File: config.mk
export PLATFORM = sky130hd
export DESIGN_NAME = int4_mac_seq
export DESIGN_NICKNAME = d
export VERILOG_FILES = /design/src/rtl/int4_mac_seq.sv
export SDC_FILE = /design/constraint.sdc
export NUM_CORES = 1
export LEC_CHECK = 0
export CAP_MARGIN = 15
export CORE_AREA = 2 2 456 458
export CTS_BUF_LIST = sky130_fd_sc_hd__clkbuf_4 sky130_fd_sc_hd__clkbuf_8 sky130_fd_sc_hd__clkbuf_16
export CTS_CLUSTER_DIAMETER = 60
export DETAILED_ROUTE_END_ITERATION = 8
export DIE_AREA = 0 0 458 460
export MAX_ROUTING_LAYER = met4
export PLACE_DENSITY_LB_ADDON = 0.15
export SKIP_LAST_GASP = 1
export SYNTH_ARGS = -nofsm -noshare
export SYNTH_HDL_FRONTEND = slang
export SYNTH_SLANG_ARGS = --single-unit
File: constraint.sdc
create_clock -name clk -period 2.7 [get_ports clk]
set_input_delay 0.405 -clock clk [delete_from_list [all_inputs] [get_ports clk]]
set_output_delay 0.405 -clock clk [all_outputs]
set_load 0.05 [all_outputs]
File: src/rtl/int4_mac_seq.sv
// int4_mac_seq: sequences a K-block dot-product job through one combinational int4_mac instance.
// Optional build macro INT4_MAC_SAT_EN: saturate the accumulator at 24'hFFFFFF and expose res_sat.
module int4_mac_seq #(
    parameter int CNT_W = 8
) (
    input  logic             clk,
    input  logic             rst_n,
    input  logic             start,
    input  logic [CNT_W-1:0] num_blocks,
    input  logic             abort,
    input  logic             in_valid,
    output logic             in_ready,
    input  logic [263:0]     in_a_vec,
    input  logic [263:0]     in_b_vec,
    output logic             mac_en,
    output logic [263:0]     mac_a_vec,
    output logic [263:0]     mac_b_vec,
    output logic [23:0]      mac_psum_in,
    input  logic [23:0]      mac_psum_out,
    output logic             busy,
    output logic             res_valid,
    input  logic             res_ready,
    output logic [23:0]      res_sum,
    output logic [7:0]       res_scale
`ifdef INT4_MAC_SAT_EN
    ,
    output logic             res_sat
`endif
);

    typedef enum logic [1:0] {
        ST_IDLE,
        ST_ACCUM,
        ST_DONE
    } state_t;

    state_t           state_q, state_d;
    logic [23:0]      acc_q, acc_d;
    logic [CNT_W-1:0] cnt_q;
    logic [CNT_W-1:0] nb_q;
    logic [7:0]       scale_q;
    logic             sat_q, sat_d;
    logic             beat;
    logic             last_beat;
    logic             job_start;

    assign beat      = (state_q == ST_ACCUM) && in_valid;
    assign last_beat = (cnt_q == nb_q - CNT_W'(1));
    assign job_start = (state_q == ST_IDLE) && start;

    // Operands always pass through; only the MAC result is qualified by mac_en.
    assign mac_a_vec   = in_a_vec;
    assign mac_b_vec   = in_b_vec;
    assign mac_psum_in = acc_q;

`ifdef INT4_MAC_SAT_EN
    // Contributions are non-negative and under 2^14, so a smaller result means a carry out of bit 23.
    always_comb begin
        acc_d = mac_psum_out;
        sat_d = sat_q;
        if (mac_psum_out < acc_q) begin
            acc_d = 24'hFF_FFFF;
            sat_d = 1'b1;
        end
    end

    assign res_sat = (state_q == ST_DONE) && sat_q;
`else
    always_comb begin
        acc_d = mac_psum_out;
        sat_d = 1'b0;
    end
`endif

    // NOTE: every always_comb output gets a default first so no path can infer a latch.
    always_comb begin
        state_d   = state_q;
        in_ready  = 1'b0;
        mac_en    = 1'b0;
        busy      = 1'b1;
        res_valid = 1'b0;
        res_sum   = 24'd0;
        unique case (state_q)
            ST_IDLE: begin
                busy = 1'b0;
                if (start) begin
                    state_d = (num_blocks == '0) ? ST_DONE : ST_ACCUM;
                end
            end
            ST_ACCUM: begin
                in_ready = 1'b1;
                mac_en   = in_valid;
                if (beat && last_beat) begin
                    state_d = ST_DONE;
                end
            end
            ST_DONE: begin
                res_valid = 1'b1;
                res_sum   = acc_q;
                if (res_ready) begin
                    state_d = ST_IDLE;
                end
            end
            default: state_d = ST_IDLE;
        endcase
        if (abort) begin
            state_d = ST_IDLE;
        end
    end

    assign res_scale = scale_q;

    // NOTE: sequential state uses non-blocking assignments only, so every register samples pre-edge values.
    always_ff @(posedge clk or negedge rst_n) begin
        if (!rst_n) begin
            state_q <= ST_IDLE;
        end else begin
            state_q <= state_d;
        end
    end

    // NOTE: every datapath register is reset; none of them is a memory array.
    always_ff @(posedge clk or negedge rst_n) begin
        if (!rst_n) begin
            acc_q   <= 24'd0;
            cnt_q   <= '0;
            nb_q    <= '0;
            scale_q <= 8'd0;
            sat_q   <= 1'b0;
        end else if (abort) begin
            acc_q <= 24'd0;
            cnt_q <= '0;
            sat_q <= 1'b0;
        end else if (job_start) begin
            acc_q   <= 24'd0;
            cnt_q   <= '0;
            nb_q    <= num_blocks;
            scale_q <= 8'd0;
            sat_q   <= 1'b0;
        end else if (beat) begin
            acc_q <= acc_d;
            cnt_q <= cnt_q + CNT_W'(1);
            sat_q <= sat_d;
            if (cnt_q == '0) begin
                scale_q <= in_a_vec[7:0];
            end
        end
    end

endmodule

# Yosys cells after proc, flatten, opt, wreduce, memory -nomap -nowiden
# Index checks and enable logic that the tools add are counted.
[word_totals]
inputBits = 566
ff_bits = 50
[op_classes]
bitwise_logic = 1
n_reduce_logical = 12
n_eq_ne = 6
add_sub_neg = 2
muxes = 20
[ops]
columns = ["operator", "n"]
rows = [
  ["24-bit 2-to-1 mux", 4],
  ["8-bit 2-to-1 mux", 6],
  ["8-bit zero test", 2],
  ["2-bit 2-to-1 mux", 5],
  ["8-bit by 1-bit adder with 8-bit output (second input constant)", 1],
  ["8-bit equality test", 1],
  ["8-bit by 1-bit subtractor with 8-bit output (second input constant)", 1],
  ["3-bit != test (second input constant)", 2],
  ["2-bit one-hot mux with 3 select lines", 1],
  ["3-bit AND reduction", 2],
  ["1-bit 2-to-1 mux", 4],
  ["2-bit nonzero test", 2],
  ["1-bit logical AND", 3],
  ["3-bit by 2-bit != test with 1-bit output (second input constant)", 1],
  ["3-bit nonzero test", 1],
  ["2-bit by 1-bit equality test with 1-bit output (second input constant)", 1],
  ["2-bit equality test (second input constant)", 1],
  ["2-bit zero test", 1],
  ["2-bit AND reduction", 1],
  ["1-bit NOT", 1],
]

# Longest topological paths before layout
# Gate-level depths: netlist of run 1.
[logic_depth]
depth_word = 6
mapped_depth = 9

# Worst setup path after synthesis of run 1
# OpenSTA, ideal clock, no wires.
[synth_path]
path_type = "reg-to-output"
startpoint = "register state_q[1]"
endpoint = "output mac_en"
t_required_ns = 2.295
arrival_ns = 2.245
path_stages_with_launch = 6
path_buffers = 2
setup_slack_ns = 0.050
path_cell_list = "dfrtp_1 -> nor2_1 -> nand2_1 -> inv_2 -> clkbuf_1 -> buf_2"
[synth_between]
elab_chain_len = 2
[synth_rtl]
columns = ["element", "line", "text"]
rows = [
  ["start, declared", "37", "state_t state_q, state_d;"],
  ["start signal, assigned", "118", "state_q <= state_d;"],
  ["2-bit by 1-bit equality test with 1-bit output", "83", "unique case (state_q)"],
  ["1-bit 2-to-1 mux", "83", ""],
  ["end, declared", "15", "output logic mac_en,"],
]
# No other way between the ends.

# Worst setup path in the final report of run 1
[layout_path]
startpoint = "register state_q[0]"
endpoint = "output in_ready"
[layout_between]
elab_chain_len = 2
[layout_rtl]
columns = ["element", "line", "text"]
rows = [
  ["2-bit by 1-bit equality test with 1-bit output", "83", ""],
  ["1-bit 2-to-1 mux", "83", ""],
  ["end, declared", "12", "output logic in_ready,"],
]
# No other way between the ends.

==> impl_metrics.json, run 1 <==
{
  "hold_viol_final": 0,
  "cp.arrival_ns": 1.95,
  "synthCells": 823,
  "core_area_um2": 206000,
  "start_util_pct": 3.14,
  "wl_per_cell_um": 22.7,
  "fin_tns_setup_ns": 0,
  "cp-end-kind": "output pin",
  "drt_iter0_drc": 186,
  "slew_headroom_pct": 54.9,
  "drv_cap": 0,
  "power_mw": 2.57,
  "clock_sinks": 50,
  "clock.fmax_ghz": 0.425,
  "clk-insertion-delay-late_ns": 0.37,
  "io_pins": 1154,
  "grt_overflow": 0,
  "area_delta_synth_final_pct": 15.4,
  "antenna_found_initial": 5,
  "layout_common_cells": "93 x nand2_1, 81 x clkdlybuf4s50_1, 50 x dfrtp_1",
  "startpoint_type": "flop",
  "drv_slew": 0,
  "die_w_um": 458,
  "drt-pass1-iter-count": 4,
  "postRouteAntennaNets": 0,
  "netlist_area_um2": 6480,
  "rows": 167,
  "synth_nets": 1392,
  "num_vias": 3640,
  "synth-seq-cells": 50,
  "cts_max_level": 2,
  "finClkSkew_ns": 0.0179,
  "ys_seq_area_share_pct": 19.3,
  "drcViolationCount": 0,
  "cts_tree": "built",
  "final.period_utilization_pct": 87.2,
  "critPathRequiredTime_ns": 2.30,
  "worst_pin_slew_ns": 0.674,
  "place_congestion": 0.627,
  "hpwl_um": 62900,
  "status": "complete, no violations",
  "final_common_cell": "nand2_1",
  "wl_um": 70800,
  "num-nets-final": 981,
  "period_needed_ns": 2.36,
  "grt_pass1_wl_um": 79500,
  "ys_types": 34,
  "rrSetupSlack_ns": 0.61,
  "grt_pass1_vias": 3945,
  "cts_buffer_depth": 2,
  "die_area_um2": 211000,
  "worstPathMaxFanout": 4,
  "peakVddDrop_mv": 0.243,
  "grt_setup_unrepaired": "false",
  "grt_start_max_net_pins": 34,
  "critical_path_class": "flop to output pin",
  "cts_hold_buf": 0,
  "die_y_um": 460,
  "port_buffers": 113,
  "via_per_inst": 1.17,
  "hold_class": "input port to async pin",
  "syn-mean-instance-area_um2": 7.87,
  "yosysWarnings": 0,
  "drive_gt1_share_pct": 15.3,
  "grt_usage_pct": 6.63,
  "cts.clk_slew.worst_paths_ns": 0.09,
  "setup_violations": 0,
  "cts_made_buffers": 5,
  "power_leakage_nw": 1.79,
  "cellPowerDensity_nw_per_um2": 344,
  "cts_root_buf": "clkbuf_16"
}
## cells in the mapped netlist (all sizes together)
cell type  number  area share, %
nor4            4           0.39
nand2          94            5.4
nor3            3           0.23
xor2            8            1.1
a211oi          1           0.12
o221a           1           0.17
o21a            2           0.23
or2             1          0.097
a21oi          27            2.1
o21ai          13            1.0
o221ai          1           0.14
or4             1           0.17
dfrtp          50             19
nor2b           1          0.097
nand2b          2           0.19
buf           530             61
or3             2           0.19
o41ai           1           0.14
or3b            2           0.27
nand3b          1           0.12
nand4           4           0.39
a2111oi         2           0.46
xnor2           7           0.95
a21o            1           0.12
inv             8           0.46
nor2           10           0.58
ha              3           0.58
and3            3           0.29
nor4b           1           0.14
clkbuf         14           0.81
and2           25            2.4
## final timing paths
kind                                             startpoint                     endpoint  cells past startpoint
worst min-delay path                                  rst_n  mac_psum_in[23]$_DFFE_PN0P_                      1
min in group clk                mac_psum_in[22]$_DFFE_PN0P_  mac_psum_in[22]$_DFFE_PN0P_                      2
worst max register to register          nb_q[0]$_DFFE_PN0P_       state_q[0]$_DFFE_PN0P_                      5
worst min register to register  mac_psum_in[22]$_DFFE_PN0P_  mac_psum_in[22]$_DFFE_PN0P_                      2
max in group asynchronous                             rst_n     res_scale[4]$_DFFE_PN0P_                      2
worst max-delay path                 state_q[0]$_DFFE_PN0P_                     in_ready                      3
## per-stage QoR
stage | util, % | hold slack [ns] | std cells | setup WS, ns | cell area, um^2
CTS | 3.63 | 0.00608 | 3117 | 0.286 | 7470
floorplan | - | 0.109 | 823 | 0.0500 | 6480
finish | 3.63 | 0.0247 | 3119 | 0.345 | 7480
detailed placement | 3.52 | 0.461 | 3106 | 0.300 | 7250
global placement | 3.52 | 0.465 | 3106 | 0.302 | 7250
global route | 3.63 | 0.0519 | 3119 | 0.211 | 7480
## sequential cells by signal, summed over array words and instances, names as in the netlist
name / count
mac_psum_in: 24
nb_q: 8
res_scale: 8
state_q: 2
cnt_q: 8
## power by group
part           internal [mW]  switching, mW
clock                  0.472          0.461
sequential             0.814         0.0816
combinational          0.272          0.473
## worst max-delay path: stages (launching register included)
cell and delay (ns):
dfrtp_1 0.44, inv_1 0.10, nor2_1 0.20, clkdlybuf4s50_1 0.86
## layout make-up
cell class	count	area [um^2]
fill	24524	199000
tap	2704	3380
timing repair buffer	126	1450
sequential	50	1250
multi-input combinational	221	1180
clock buffer	6	139
clock inverter	2	38.8
inverter	8	30.0
antenna	2	5.00
## per-layer routing
layer | GRT usage (%) | share of wire [%] | vias up
li1 | - | - | 1201
met1 | 3.03 | 17 | 1390
met2 | 9.71 | 43 | 717
met3 | 8.91 | 30 | 332
met4 | 6.03 | 9.9 | 0
met5 | - | 0 | -
## cells by family after synthesis
group	count (synthesis)	share of synthesized area (%)
simple gates	154	11.0
xor+xnor	15	2.03
buf+inv	552	62.6
fa+ha+maj	3	0.579
flops	50	19.3
compound gates	49	4.46
## what timing repair did
item	in CTS	in global routing
setup endpoints to repair	14	0
resized for setup	0	0
buffers inserted	3	0
Note: power is estimated with default switching activity, not from simulation.
==> run 2: changes to the inputs <==
--- a/config.mk
+++ b/config.mk
@@ -13,7 +13,6 @@
 export DIE_AREA = 0 0 458 460
 export MAX_ROUTING_LAYER = met4
 export PLACE_DENSITY_LB_ADDON = 0.15
-export SKIP_LAST_GASP = 1
 export SYNTH_ARGS = -nofsm -noshare
 export SYNTH_HDL_FRONTEND = slang
 export SYNTH_SLANG_ARGS = --single-unit
==> constraint.sdc (replaced) <==
create_clock -name clk -period 2.7 [get_ports clk]
set_input_delay 0.405 -clock clk [delete_from_list [all_inputs] [get_ports clk]]
set_output_delay 0.405 -clock clk [all_outputs]
set_load 0.1 [all_outputs]
==> run 2 against run 1 <==
Core utilization down 0.059 points. Cell count is 0.22% lower. Largest cell class unchanged. Die area unchanged. Clock power down 14%. Sequential share of layout area rose by 0.28 points. Combinational power is 19% higher. Highest routed layer unchanged.
==> impl_metrics.json, run 2 (synthesis results as in run 1) <==
{
  "drt-pass1-iter-count": 4,
  "worst-path-buf-inv": 2,
  "cellPowerDensity_nw_per_um2": 351,
  "fin_util_pct": 3.57,
  "area_delta_synth_final_pct": 13.6,
  "worst_pin_slew_ns": 0.918,
  "cp.arrival_ns": 1.83,
  "num_vias": 3558,
  "layout_common_cells": "93 x nand2_1, 50 x dfrtp_1, 48 x buf_4",
  "grt_start_max_net_pins": 51,
  "core_area_um2": 206000,
  "postRouteAntennaNets": 0,
  "startpoint_type": "flop",
  "num-nets-final": 975,
  "grt_pass1_wl_um": 74900,
  "drive_gt1_share_pct": 23.3,
  "clock.fmax_ghz": 0.448,
  "port_buffers": 113,
  "cts_buffer_depth": 2,
  "drv_slew": 0,
  "period_needed_ns": 2.23,
  "status": "complete, no violations",
  "die_w_um": 458,
  "antenna_found_initial": 13,
  "place_congestion": 0.609,
  "clk-insertion-delay-late_ns": 0.35,
  "cts_setup_buffers": 0,
  "drcViolationCount": 0,
  "clock_sinks": 50,
  "critical_path_class": "flop to output pin",
  "grt_usage_pct": 6.21,
  "power_leakage_nw": 1.81,
  "critPathRequiredTime_ns": 2.30,
  "crit_path_top_delay_cell": "dfrtp_1",
  "die_y_um": 460,
  "final.period_utilization_pct": 82.7,
  "rrSetupSlack_ns": 0.50,
  "cts_tree": "built",
  "slew_headroom_pct": 38.8,
  "hold_viol_final": 0,
  "grt_overflow": 0,
  "grt_pass1_vias": 3778,
  "fin_tns_setup_ns": 0,
  "whs_ns": 0.0948,
  "drt_iter0_drc": 147,
  "rr_worst_depth": 7,
  "crit_family": "buffers and inverters",
  "rows": 167,
  "cts.clk_slew.worst_paths_ns": 0.08,
  "hpwl_um": 61000,
  "cts_max_level": 2,
  "finClkSkew_ns": 0.0323,
  "worstPathMaxFanout": 25,
  "grt_setup_unrepaired": "false",
  "via_per_inst": 1.14,
  "slowest_delay_ns": 0.49,
  "largest_reg_flops": 24,
  "start_util_pct": 3.14,
  "ctsResizeCount": 0,
  "cts_hold_buf": 0,
  "cts_root_buf": "clkbuf_16",
  "cp-end-kind": "output pin",
  "cts_made_buffers": 5,
  "peakVddDrop_mv": 0.257,
  "layout.filler_cells": 24528,
  "cp_cell_sequence": "nor2b_4 -> buf_4 -> and2_1 -> buf_12",
  "setup_violations": 0,
  "final_common_cell": "nand2_1",
  "hold_class": "input port to async pin",
  "cp_num_cells": 4,
  "die_area_um2": 211000,
  "drv_cap": 0,
  "io_pins": 1154,
  "wl_per_cell_um": 21.5,
  "wl_um": 66800
}
==> run 2: changes by cell type in the layout (fill, tap and decap cells not counted), sizes merged <==
| cell | previous run | this run |
|---|---|---|
| clkinv | 0 | 2 |
| buf | 45 | 76 |
| bufinv | 1 | 0 |
| diode | 2 | 1 |
| clkdlybuf4s50 | 81 | 44 |
| clkbuf | 6 | 5 |
==> run 2: stage by stage <==
| stage | instance area [um^2] | instances | setup WS, ns | total power [mW] |
|---|---|---|---|---|
| CTS | 7360 | 3111 | 0.364 | 2.70 |
| finish | 7360 | 3112 | 0.467 | 2.59 |
| global placement | 7200 | 3103 | 0.578 | 1.83 |
| global route | 7360 | 3112 | 0.311 | 2.75 |
| detailed placement | 7200 | 3103 | 0.555 | 1.82 |
| floorplan | 6490 | 823 | 0.0999 | 5.11 |
==> run 2: final cells by class <==
class / count / area, um^2 / share of cell area [%]
clock inverters: 3 / 28.8 / 0.391
diodes: 1 / 2.50 / 0.0340
clock buffers: 5 / 125 / 1.70
flip-flops and latches: 50 / 1250 / 17.0
multi-input cells: 221 / 1190 / 16.2
inverters: 8 / 30.0 / 0.408
well taps: 2704 / 3380 / 46.0
repair buffers: 120 / 1350 / 18.3
==> run 2: report_power, final <==
| group | total, mW | leakage [nW] | switching, mW | internal [mW] |
|---|---|---|---|---|
| Sequential | 0.896 | 0.678 | 0.0819 | 0.814 |
| Combinational | 0.888 | 1.06 | 0.641 | 0.247 |
| Clock | 0.801 | 0.0759 | 0.443 | 0.359 |
==> run 2: worst register-to-register path: cells and delay by family, from the launching register on <==
kind            cells  cell delay, ns
simple gates        2            0.71
compound gates      2            0.55
flops               1            0.44
fa+ha+maj           1            0.22
xor+xnor            1            0.12
buf+inv             1            0.10
==> run 2: final timing paths <==
path / from / end
setup reg to reg: nb_q[0]$_DFFE_PN0P_ / state_q[1]$_DFFE_PN0P_
hold reg to reg: res_scale[3]$_DFFE_PN0P_ / res_scale[3]$_DFFE_PN0P_
max in group asynchronous: rst_n / res_scale[3]$_DFFE_PN0P_
min in group clk: res_scale[3]$_DFFE_PN0P_ / res_scale[3]$_DFFE_PN0P_
hold / removal: rst_n / mac_psum_in[10]$_DFFE_PN0P_
setup / recovery: state_q[1]$_DFFE_PN0P_ / res_sum[21]
==> run 2: layer usage <==
metal	vias up	GRT usage [%]	part of all wire [%]	wire length, um
met5	-	-	0	0
met4	0	5.42	9.7	6450
met3	282	8.90	32	21600
met2	729	9.17	43	29000
met1	1360	2.52	15	9770
li1	1187	-	-	-
==> run 3: changes to the inputs <==
==> constraint.sdc (replaced) <==
create_clock -name clk -period 2.3 [get_ports clk]
set_input_delay 0.345 -clock clk [delete_from_list [all_inputs] [get_ports clk]]
set_output_delay 0.345 -clock clk [all_outputs]
set_load 0.1 [all_outputs]
==> run 3 against run 2 <==
Critical path type is now flop to flop. Register-to-register slack got worse by 0.35 ns. Sequential power increased by 17%. Via count increased by 3.9%. The flow now finishes with violations (negative hold slack). Worst hold slack got worse by 0.12 ns. Largest power group is now combinational cells. Count of clock-buffer cells in the layout unchanged. Design area increased by 3.7%. Sequential share of layout area decreased by 0.60 points.
==> impl_metrics.json, run 3 (synthesis results as in run 1) <==
{
  "cp.arrival_ns": 2.39,
  "place_congestion": 0.616,
  "area_delta_synth_final_pct": 17.7,
  "grt_pass1_wl_um": 82700,
  "drv_slew": 0,
  "fin_tns_setup_ns": 0,
  "critical_path_class": "flop to flop",
  "drv_cap": 0,
  "grt_overflow": 0,
  "clock.fmax_ghz": 0.465,
  "final_common_cell": "nand2_1",
  "wl_um": 74000,
  "place_area_um2": 7420,
  "drive_gt1_share_pct": 28.0,
  "finClkSkew_ns": 0.0245,
  "final.period_utilization_pct": 93.5,
  "grt_usage_pct": 6.91,
  "drt_iter0_drc": 177,
  "cts_max_level": 2,
  "critPathRequiredTime_ns": 2.54,
  "whs_ns": -0.0282,
  "final_area_um2": 7630,
  "cellPowerDensity_nw_per_um2": 416,
  "num_vias": 3695,
  "largest_reg_flops": 24,
  "clock_sinks": 50,
  "worstPathMaxFanout": 4,
  "cts_made_buffers": 5,
  "layout_common_cells": "93 x nand2_1, 50 x dfrtp_1, 44 x clkdlybuf4s50_1, 44 x buf_4, 39 x buf_12",
  "period_needed_ns": 2.15,
  "cp-end-kind": "flop",
  "core_area_um2": 206000,
  "hpwl_um": 66800,
  "hold_class": "input port to async pin",
  "drt-pass1-iter-count": 4,
  "num-nets-final": 983,
  "via_per_inst": 1.18,
  "cts_root_buf": "clkbuf_16",
  "start_util_pct": 3.14,
  "worst_pin_slew_ns": 0.792,
  "hold_viol_final": 1,
  "layout.cells.non_filler": 3124,
  "setup_violations": 0,
  "slew_headroom_pct": 47.2,
  "antenna_found_initial": 14,
  "status": "finished, violations left",
  "startpoint_type": "flop",
  "drcViolationCount": 0,
  "grt_start_max_net_pins": 40,
  "power_leakage_nw": 1.92,
  "grt_pass1_vias": 3995,
  "die_area_um2": 211000,
  "place_inst": 3111,
  "die_y_um": 460,
  "power_mw": 3.18,
  "peakVddDrop_mv": 0.296,
  "die_w_um": 458,
  "port_buffers": 113,
  "rows": 167,
  "cts_setup_buffers": 0,
  "clk-insertion-delay-late_ns": 0.37,
  "failed_checks": "negative hold slack",
  "cts_buffer_depth": 2,
  "postRouteAntennaNets": 0,
  "cts_tree": "built",
  "wl_per_cell_um": 23.7,
  "cts.clk_slew.worst_paths_ns": 0.10,
  "io_pins": 1154
}
==> run 3: metrics by stage <==
stage          setup WS (ns)  utilization [%]
3_5_place_dp           0.113             3.60
2_1_floorplan        -0.0121                -
3_3_place_gp          0.0695             3.60
5_1_grt              -0.0162             3.70
4_1_cts               0.0449             3.68
6_report               0.150             3.70
==> run 3: worst paths after layout <==
check / from / end / slack (ns) / cells past startpoint
setup / recovery: nb_q[0]$_DFFE_PN0P_ / state_q[0]$_DFFE_PN0P_ / 0.15 / 8
hold / removal: rst_n / mac_psum_in[19]$_DFFE_PN0P_ / -0.03 / 1
setup reg to reg: nb_q[0]$_DFFE_PN0P_ / state_q[0]$_DFFE_PN0P_ / 0.15 / 8
hold reg to reg: mac_psum_in[17]$_DFFE_PN0P_ / mac_psum_in[17]$_DFFE_PN0P_ / 0.54 / 2
max in group asynchronous: rst_n / mac_psum_in[11]$_DFFE_PN0P_ / 1.71 / 2
min in group clk: mac_psum_out[2] / mac_psum_in[2]$_DFFE_PN0P_ / 0.52 / 3
==> run 3: repair_timing <==
| item | in CTS | in global routing |
|---|---|---|
| pin swaps | 0 | 0 |
| endpoints found under the setup margin | 1 | 2 |
| resized for setup | 1 | 5 |
| hold buffers | 0 | 0 |
==> run 3: routing by layer <==
metal	global-route usage (%)	up-vias	routed length [um]
li1	-	1211	-
met4	5.58	0	6640
met3	9.81	299	23300
met5	-	-	0
met1	2.89	1454	11200
met2	10.4	731	32800
==> run 3: report_power, final <==
group	switching, mW	total [mW]	leakage (nW)	internal, mW
clock	0.549	0.971	0.0759	0.422
combinational	0.808	1.16	1.17	0.351
sequential	0.0899	1.05	0.678	0.956
total	1.45	3.18	1.92	1.73
==> run 3: worst max-delay path, cell delays in order (launching register included) <==
cell       delay [ns]
dfrtp_1          0.43
inv_1            0.09
ha_1             0.21
or3b_2           0.49
nor2_1           0.13
nand2_1          0.09
a2111oi_4        0.37
buf_4            0.17
o41ai_2          0.05
==> run 3: cell type report <==
| cell class | count | area (um^2) |
|---|---|---|
| inverters | 8 | 32.5 |
| clock inverters | 3 | 28.8 |
| well taps | 2704 | 3380 |
| flip-flops and latches | 50 | 1250 |
| multi-input cells | 221 | 1240 |
| clock buffers | 5 | 125 |
| repair buffers | 128 | 1560 |
| fillers | 24498 | 198000 |
| diodes | 5 | 12.5 |
